<file path="config.mk">
export PLATFORM = sky130hd
export DESIGN_NAME = uart_word_assembler
export DESIGN_NICKNAME = d
export VERILOG_FILES = /design/src/rtl/uart_word_assembler.sv
export SDC_FILE = /design/constraint.sdc
export NUM_CORES = 1
export LEC_CHECK = 0
export BUFFER_PORTS_ARGS = -buffer_cell sky130_fd_sc_hd__buf_2
export CELL_PAD_IN_SITES_DETAIL_PLACEMENT = 1
export CELL_PAD_IN_SITES_GLOBAL_PLACEMENT = 1
export CORE_MARGIN = 2
export CORE_UTILIZATION = 48
export DETAILED_ROUTE_END_ITERATION = 10
export PLACE_DENSITY_LB_ADDON = 0.1
export SLEW_MARGIN = 10
export SYNTH_ARGS = -nofsm -noshare
export SYNTH_HDL_FRONTEND = slang
export SYNTH_SLANG_ARGS = --single-unit
</file>
<file path="constraint.sdc">
create_clock -name clk -period 7.5 [get_ports clk]
set_clock_uncertainty 0.2 [all_clocks]
set_input_delay 0.75 -clock clk [delete_from_list [all_inputs] [get_ports clk]]
set_output_delay 0.75 -clock clk [all_outputs]
set_load 0.01 [all_outputs]
</file>
<file path="src/rtl/uart_word_assembler.sv">
// uart_word_assembler: packs LSB-first UART bits into little-endian words with end-of-message flush; `UART_WORD_OVF_EN` compiles in overflow detection.
module uart_word_assembler #(
  parameter int WIDTH = 32
) (
  input  logic                           clk,
  input  logic                           rst,
  input  logic                           bit_ready,
  input  logic                           data_in,
  input  logic                           eot,
  output logic [WIDTH-1:0]               word_out,
  output logic [$clog2(WIDTH/8):0]       word_bytes,
  output logic                           word_valid,
  input  logic                           word_ready,
  output logic                           msg_done,
  output logic                           overflow
);
  localparam int NB = WIDTH / 8;
  localparam int IW = $clog2(NB);
  localparam int BW = IW + 1;
  typedef enum logic [1:0] {COLLECT, FLUSH, DONE} state_t;
  state_t            state_q, state_d;
  logic [2:0]        bit_cnt_q, bit_cnt_d;
  logic [7:0]        byte_sr_q, byte_sr_d;
  logic              pend_q, pend_d;
  logic [7:0]        pend_byte_q, pend_byte_d;
  logic [WIDTH-1:0]  word_r_q, word_r_d, word_n;
  logic [IW-1:0]     byte_idx_q, byte_idx_d;
  logic [WIDTH-1:0]  word_out_q, word_out_d;
  logic [BW-1:0]     word_bytes_q, word_bytes_d;
  logic              word_valid_q, word_valid_d;
  logic              free, flush, last_byte;
  assign free      = !word_valid_q || word_ready;
  assign last_byte = byte_idx_q == IW'(NB - 1);
  always_comb begin
    state_d      = state_q;
    bit_cnt_d    = bit_cnt_q;
    byte_sr_d    = byte_sr_q;
    pend_d       = pend_q;
    pend_byte_d  = pend_byte_q;
    word_r_d     = word_r_q;
    byte_idx_d   = byte_idx_q;
    word_out_d   = word_out_q;
    word_bytes_d = word_bytes_q;
    word_valid_d = word_valid_q && !word_ready;
    flush        = 1'b0;
    word_n       = word_r_q;
    word_n[8*byte_idx_q +: 8] = pend_byte_q;
    case (state_q)
      COLLECT: begin
        if (eot) begin
          pend_d    = 1'b0;
          bit_cnt_d = '0;
          state_d   = (byte_idx_q != '0) ? FLUSH : DONE;
          flush     = (byte_idx_q != '0) && free;
        end else if (bit_ready) begin
          byte_sr_d = {data_in, byte_sr_q[7:1]};
          bit_cnt_d = bit_cnt_q + 3'd1;
          if (pend_q) begin
            pend_d     = 1'b0;
            word_r_d   = last_byte ? '0 : word_n;
            byte_idx_d = last_byte ? '0 : byte_idx_q + 1'b1;
            if (last_byte && free) begin
              word_out_d   = word_n;
              word_bytes_d = BW'(NB);
              word_valid_d = 1'b1;
            end
          end
          if (bit_cnt_q == 3'd7) begin
            pend_d      = 1'b1;
            pend_byte_d = byte_sr_d;
          end
        end
      end
      // a flush loaded on the eot cycle leaves byte_idx at 0, so FLUSH only lingers while blocked
      FLUSH: begin
        state_d = (byte_idx_q == '0) ? DONE : FLUSH;
        flush   = (byte_idx_q != '0) && free;
      end
      default: state_d = COLLECT;
    endcase
    if (flush) begin
      word_out_d   = word_r_q;
      word_bytes_d = BW'(byte_idx_q);
      word_valid_d = 1'b1;
      word_r_d     = '0;
      byte_idx_d   = '0;
    end
  end
  always_ff @(posedge clk) begin
    if (rst) begin
      state_q      <= COLLECT;
      bit_cnt_q    <= '0;
      byte_sr_q    <= '0;
      pend_q       <= 1'b0;
      pend_byte_q  <= '0;
      word_r_q     <= '0;
      byte_idx_q   <= '0;
      word_out_q   <= '0;
      word_bytes_q <= '0;
      word_valid_q <= 1'b0;
    end else begin
      state_q      <= state_d;
      bit_cnt_q    <= bit_cnt_d;
      byte_sr_q    <= byte_sr_d;
      pend_q       <= pend_d;
      pend_byte_q  <= pend_byte_d;
      word_r_q     <= word_r_d;
      byte_idx_q   <= byte_idx_d;
      word_out_q   <= word_out_d;
      word_bytes_q <= word_bytes_d;
      word_valid_q <= word_valid_d;
    end
  end
  assign word_out   = word_out_q;
  assign word_bytes = word_bytes_q;
  assign word_valid = word_valid_q;
  assign msg_done   = state_q == DONE;
`ifdef UART_WORD_OVF_EN
  logic overflow_q, drop, stray;
  assign drop  = state_q == COLLECT && !eot && bit_ready && pend_q && last_byte && !free;
  assign stray = state_q != COLLECT && (bit_ready || eot);
  always_ff @(posedge clk) begin
    if (rst) overflow_q <= 1'b0;
    else     overflow_q <= overflow_q || drop || stray;
  end
  assign overflow = overflow_q;
`else
  assign overflow = 1'b0;
`endif
endmodule

</file>
==> metrics.txt, run 1 <==
total negative slack 0 ns; max capacitance violation total 0; Initial Util 0.493; Setup crit end kind register; Buffers on Ports 42; final worst-path setup slack around 4.5 ns; CTS Sinks 91; syn_area_per_cell 9.40 um2; Pint 0.652 mW; layout cells sized above 1 0.167; I/O pin count 44; Core ar. 7690 um2; Worst Hold Class reg -> reg; Main synth FF type dfxtp_1; Clk Latency, worst-skew pair 0.37 ns; WS Path Type reg -> reg; area leader, netlist dfxtp_1; switching power total between 0.15 and 0.2 mW; die area 8620 um2; cells after synthesis 403; die width 92.8 um; pwr/cell area 197 nW/um2; CTS resizes 0; crit path launch type register; initial drt markers 140; synthesized cell area 3790 um2; outcome finished clean; Max stage delay on crit path 0.52 ns; Worst IR Drop VDD 0.0833 mV; Vias per Instance roughly 6.0; fin nets 447; GP Congestion 0.776; H-tree Lvls 3; WL final approximately 10 mm; EDFF count, synth 0; DR WL/cell about 19 um; Worst-path clk slew approximately 0.090 ns; dpl hpwl roughly 6.5 mm; Sw Ratio 0.225; Clock Tree Root clkbuf_8; Max Buffers Root-to-Sink 2; sequential share of power 0.576; Fin. Hold Viols 0; Pre-antenna DRT Iters 4; fin util 0.556; Synth Net Count about 420; setup violators final 0; slowest CP cell dfxtp_1; cts bufs inserted 9; crit path cell chain inv_1, ha_1, o31ai_4, buf_4, nor2_2, buf_4, a221o_1; DRC Markers 0; Total Power about 0.84 mW; cell mode on critical path buf_4; Setup Buffers After CTS 0; GRT overflow 0; top cell type's share of synthesized area 0.481; WP depth 7; hold_buf cts 0; vias in the first global route 3199; Rel. slew slack 0.312; chip height just over 90 um; Std-Cell Rows 32; Final period util 0.397; Largest delay share family, worst path buffers and inverters; Pleak 1.63 nW; Routed Antenna Nets 0; top post-synthesis cells by area dfxtp_1, a221o_1, a22o_1; DR vias 3228; post-synthesis cell type count 37; Crit path arrival time 3.04 ns; #FFs+latches synth 91; Syn-to-layout area delta 12.8%; Worst Path Buf+Inv 3; Clock Power Share 0.400; pin count of the biggest net entering global routing 37; fmax about 340 MHz; critical path peak fanout 36; sequential-to-total area share from yosys stat 0.481; worst hold path cell count 2; combinational share of power 0.024; initial antenna violation count 0; Tmin final 2.98 ns; antenna fix cells 0; Reg2Reg Depth 7; pre-CTS setup slack ~4.3 ns; TritonCTS clock tree yes; Data required, critical path 7.56 ns; Slew @ Worst Pin 1.02 ns; Synth async-reset ratio 0; RSZ-0062 raised after global routing false; YS warnings 0; Max Slew Vio Count 0; first-pass GRT wire length 16.3 mm; GRT Util Overall 0.243
-- per-layer routing --
metal	vias to the layer above	wire length [um]	track usage
li1	1529	-	-
met1	1622	4580	0.312
met2	63	4940	0.411
met3	14	323	0.0431
met4	0	160	0.0858
met5	-	0	0
-- kinds of logic after synthesis --
family          share of synthesized area
simple gates                        0.187
compound gates                      0.258
flops                               0.481
buf+inv                            0.0472
fa+ha+maj                          0.0264
other cells                      0.000990
-- worst paths after layout --
path	end	from	slack [ns]
worst max-delay path	word_out[18]$_SDFFE_PP0P_	byte_idx_q[0]$_SDFFE_PP0P_	4.52
worst min-delay path	byte_sr_q[1]$_SDFFE_PP0P_	byte_sr_q[1]$_SDFFE_PP0P_	0.26
worst max register to register	word_out[18]$_SDFFE_PP0P_	byte_idx_q[0]$_SDFFE_PP0P_	4.52
worst min register to register	byte_sr_q[1]$_SDFFE_PP0P_	byte_sr_q[1]$_SDFFE_PP0P_	0.26
-- cell type report --
type                       instances  area [um2]
multi-input combinational        270        1810
inverter                           9        33.8
clock buffer                      12         145
clock inverter                     4        48.8
tap                              102         128
sequential                        91        1820
timing repair buffer              52         285
fill                             911        3420
-- cells in the final DEF (no fill, tap or decap), types with 3 or more instances in the layout --
cell type,Yosys,routed
nand3_1,11,11
nor3b_1,3,3
dfxtp_1,91,91
nor2b_1,31,31
a22oi_1,34,34
buf_2,2,42
a221o_1,29,29
a21oi_1,19,19
nor4bb_1,3,3
inv_1,8,8
ha_1,8,8
nand2_1,28,28
a22o_1,30,30
buf_4,1,10
nor2_1,46,45
clkbuf_8,0,10
nor3_1,8,7
-- synth_stat cells, drive strengths merged, types with 2 or more instances --
cell / count
o21a: 2
nor3b: 3
a2bb2oi: 2
nand2: 28
buf: 7
a22o: 30
a21oi: 19
nor4: 3
nand3: 11
inv: 9
nor2: 47
a22oi: 34
nor4bb: 3
ha: 8
clkbuf: 26
nor2b: 31
dfxtp: 91
a221o: 29
nor3: 8
-- flip-flops by register name, summed over array words and instances, names as in the netlist --
signal and cells:
word_bytes 3, bit_cnt_q 3, pend_q 1, byte_sr_q 7
word_r_q 32, byte_idx_q 2, word_out 32, state_q 2
word_valid 1, pend_byte_q 8
-- worst register-to-register path: cells and delay by family, from the launching register on --
| kind | cells | cell delay, ns |
|---|---|---|
| AOI/OAI and AO/OA | 2 | 0.66 |
| adders and majority gates | 1 | 0.38 |
| buffers and inverters | 3 | 0.87 |
| and+or+nand+nor | 1 | 0.24 |
| DFF | 1 | 0.52 |
-- per-stage QoR --
stage	instances	hold WS, ns	cell area, um2
3_5_place_dp	524	0.255	4080
3_3_place_gp	524	0.243	4080
6_report	540	0.263	4270
2_1_floorplan	403	0.237	3790
4_1_cts	540	0.266	4270
5_1_grt	540	0.306	4270
-- power by group through the flow --
| stage | logic (mW) | clock network (mW) | registers (mW) |
|---|---|---|---|
| finish | 0.0201 | 0.337 | 0.484 |
| global route | 0.0220 | 0.363 | 0.485 |
| CTS | 0.0202 | 0.344 | 0.485 |
| detailed placement | 0.0201 | 0 | 0.496 |
| global placement | 0.0196 | 0 | 0.496 |
| floorplan | 0.0143 | 0 | 0.496 |
Power figures use the tool's default switching activity.
==> run 2: changes to the inputs <==
Settings changed: CORE_UTILIZATION 48 to 40.
Clock period 7.5 ns to 2.4 ns, I/O delays scaled along.
==> metrics.txt, run 2 (synthesized netlist as in run 1, its figures left out) <==
chip height 101 um (+9.1%); die area 10300 um2 (+19%); Worst Path Buf+Inv 1 (-2); Reg2Reg Depth 5 (-2); worst hold path cell count 3 (+1); Design Area, Final 4410 um2 (+3.3%); fin nets 456 (+2.0%); commonest non-fill, non-tap cell in the layout dfxtp_1; post-placement cell area 4170 um2 (+2.4%); WL final 10.4 mm (+4.3%); reg2reg start state_q[1]$_SDFFE_PP0P_; first-pass GRT wire length 17.2 mm (+5.6%); Clock Tree Root clkbuf_8; Max Buffers Root-to-Sink 2 (unchanged); Max Slew Vio Count 0 (unchanged); Worst IR Drop VDD 0.228 mV (+170%); Tmin final 2.18 ns (-0.801 ns); total negative slack 0 ns (unchanged); outcome finished clean; H-tree Lvls 3 (unchanged); Initial Util 0.412 (-0.0808); Fin. Hold Viols 0 (unchanged); Worst-path clk slew 0.10 ns (about the same); DR WL/cell 18.7 um (+0.90%); Pleak 1.68 nW (+3.6%); commonest non-fill, non-tap cells in the layout dfxtp_1, nor2_1, buf_2; Worst R2R End word_out[11]$_SDFFE_PP0P_; slowest CP cell or4b_1; initial antenna violation count 0 (unchanged); pin count of the biggest net entering global routing 36 (-2.7%); DRC Markers 0 (unchanged); Max stage delay on crit path 0.61 ns (+0.09 ns); I/O pin count 44 (unchanged); cts bufs inserted 9 (unchanged); Data required, critical path 2.46 ns (-5.10 ns); Crit path arrival time 2.24 ns (-0.80 ns); TritonCTS clock tree yes; Largest delay share family, worst path simple AND/OR/NAND/NOR gates; r2r setup slk 0.22 ns (-4.30 ns); setup violators final 0 (unchanged); hold endpoint word_valid$_SDFF_PP0_; Pre-antenna DRT Iters 4 (unchanged); die width 101 um (+9.1%); critical path peak fanout 29 (-19%); Syn-to-layout area delta 16.6%; crit path launch type register; Rel. slew slack 0.513 (+0.201); Worst Hold Class in -> reg; dpl hpwl 6.64 mm (+2.3%); Buffers on Ports 42 (unchanged); Clk Latency, worst-skew pair 0.36 ns (about the same); GP Congestion 0.785 (+1.3%); fmax 459 MHz (+37%); WS Path Type reg -> reg; Slew @ Worst Pin 0.729 ns (-0.289 ns); layout cells sized above 1 0.190 (+0.0235); initial drt markers 144 (+2.9%); GRT overflow 0 (unchanged); DR vias 3199 (-0.90%); HP Start word_ready; Final period util 0.908 (+0.511); pwr/cell area 617 nW/um2 (+210%); Core ar. 9200 um2 (+20%); Total Power 2.72 mW (+220%); RSZ-0062 raised after global routing false; vias in the first global route 3318 (+3.7%); Setup Buffers After CTS 0 (unchanged); CTS Sinks 91 (unchanged); Vias per Instance 5.73 (-4.1%); Std-Cell Rows 35 (+9.4%); Routed Antenna Nets 0 (unchanged); crit path cell chain or4b_1, nor4_4, nor2_2, buf_4, a221o_1; Setup crit end kind register; max capacitance violation total 0 (unchanged); GRT Util Overall 0.216 (-0.0279); antenna fix cells 0 (unchanged)
-- run 2: cell types whose count changed in the layout (fill, tap and decap cells not counted), sizes merged --
cell / previous run / this run
buf: 52 / 60
clkinvlp: 0 / 1
dlygate4sd3: 0 / 1
clkbuf: 12 / 10
clkinv: 2 / 1
inv: 10 / 12
-- run 2: what timing repair did --
| action | CTS | global route |
|---|---|---|
| hold endpoints to repair | 2 | 0 |
| setup endpoints to repair | 0 | 3 |
| hold buffers | 1 | 0 |
| gates resized for setup | 0 | 3 |
-- run 2: worst max-delay path by stage --
stage	from	slack, ns	cells past startpoint	to
after floorplan	byte_idx_q[0]$_SDFFE_PP0P_	0.001	8	word_out[23]$_SDFFE_PP0P_
after global placement	byte_idx_q[0]$_SDFFE_PP0P_	0.26	6	word_out[1]$_SDFFE_PP0P_
after detailed placement	byte_idx_q[0]$_SDFFE_PP0P_	0.17	6	word_out[1]$_SDFFE_PP0P_
after CTS	byte_idx_q[0]$_SDFFE_PP0P_	0.16	7	word_out[3]$_SDFFE_PP0P_
after global routing	byte_idx_q[0]$_SDFFE_PP0P_	0.02	6	word_out[1]$_SDFFE_PP0P_
final	state_q[1]$_SDFFE_PP0P_	0.22	5	word_out[11]$_SDFFE_PP0P_
-- run 2: layout make-up --
| type | instances | area, um2 |
|---|---|---|
| clock buffer | 10 | 138 |
| clock inverter | 6 | 80.1 |
| fill | 1056 | 4780 |
| inverter | 9 | 33.8 |
| multi-input combinational | 270 | 1820 |
| sequential | 91 | 1820 |
| tap | 111 | 139 |
| timing repair buffer | 61 | 380 |
-- run 2: per-stage QoR --
step / setup WS (ns) / cells / hold WS [ns] / utilization
2_1_floorplan: 0.00104 / 403 / 0.176 / -
4_1_cts: 0.165 / 558 / 0.0149 / 0.479
3_5_place_dp: 0.174 / 541 / 0.252 / 0.454
6_report: 0.221 / 558 / 0.0339 / 0.480
3_3_place_gp: 0.262 / 541 / 0.241 / 0.454
5_1_grt: 0.0217 / 558 / 0.0445 / 0.480
-- run 2: tightest hold or removal path: stages --
cell      delay [ns]
buf_2           0.09
nand2b_1        0.12
a31oi_1         0.09
-- run 2: per-layer routing --
metal / wire length [um] / track usage / vias up / part of all wire
met1: 5010 / 0.283 / 1566 / 0.48
met2: 4860 / 0.350 / 63 / 0.47
li1: - / - / 1555 / -
met4: 175 / 0.0759 / 0 / 0.017
met5: 0 / 0 / - / 0
met3: 387 / 0.0476 / 15 / 0.037
-- run 2: power breakdown --
group	internal [mW]	leakage [nW]	switching [mW]
sequential	1.51	0.733	0.00282
combinational	0.0175	0.845	0.0498
clock	0.530	0.107	0.609
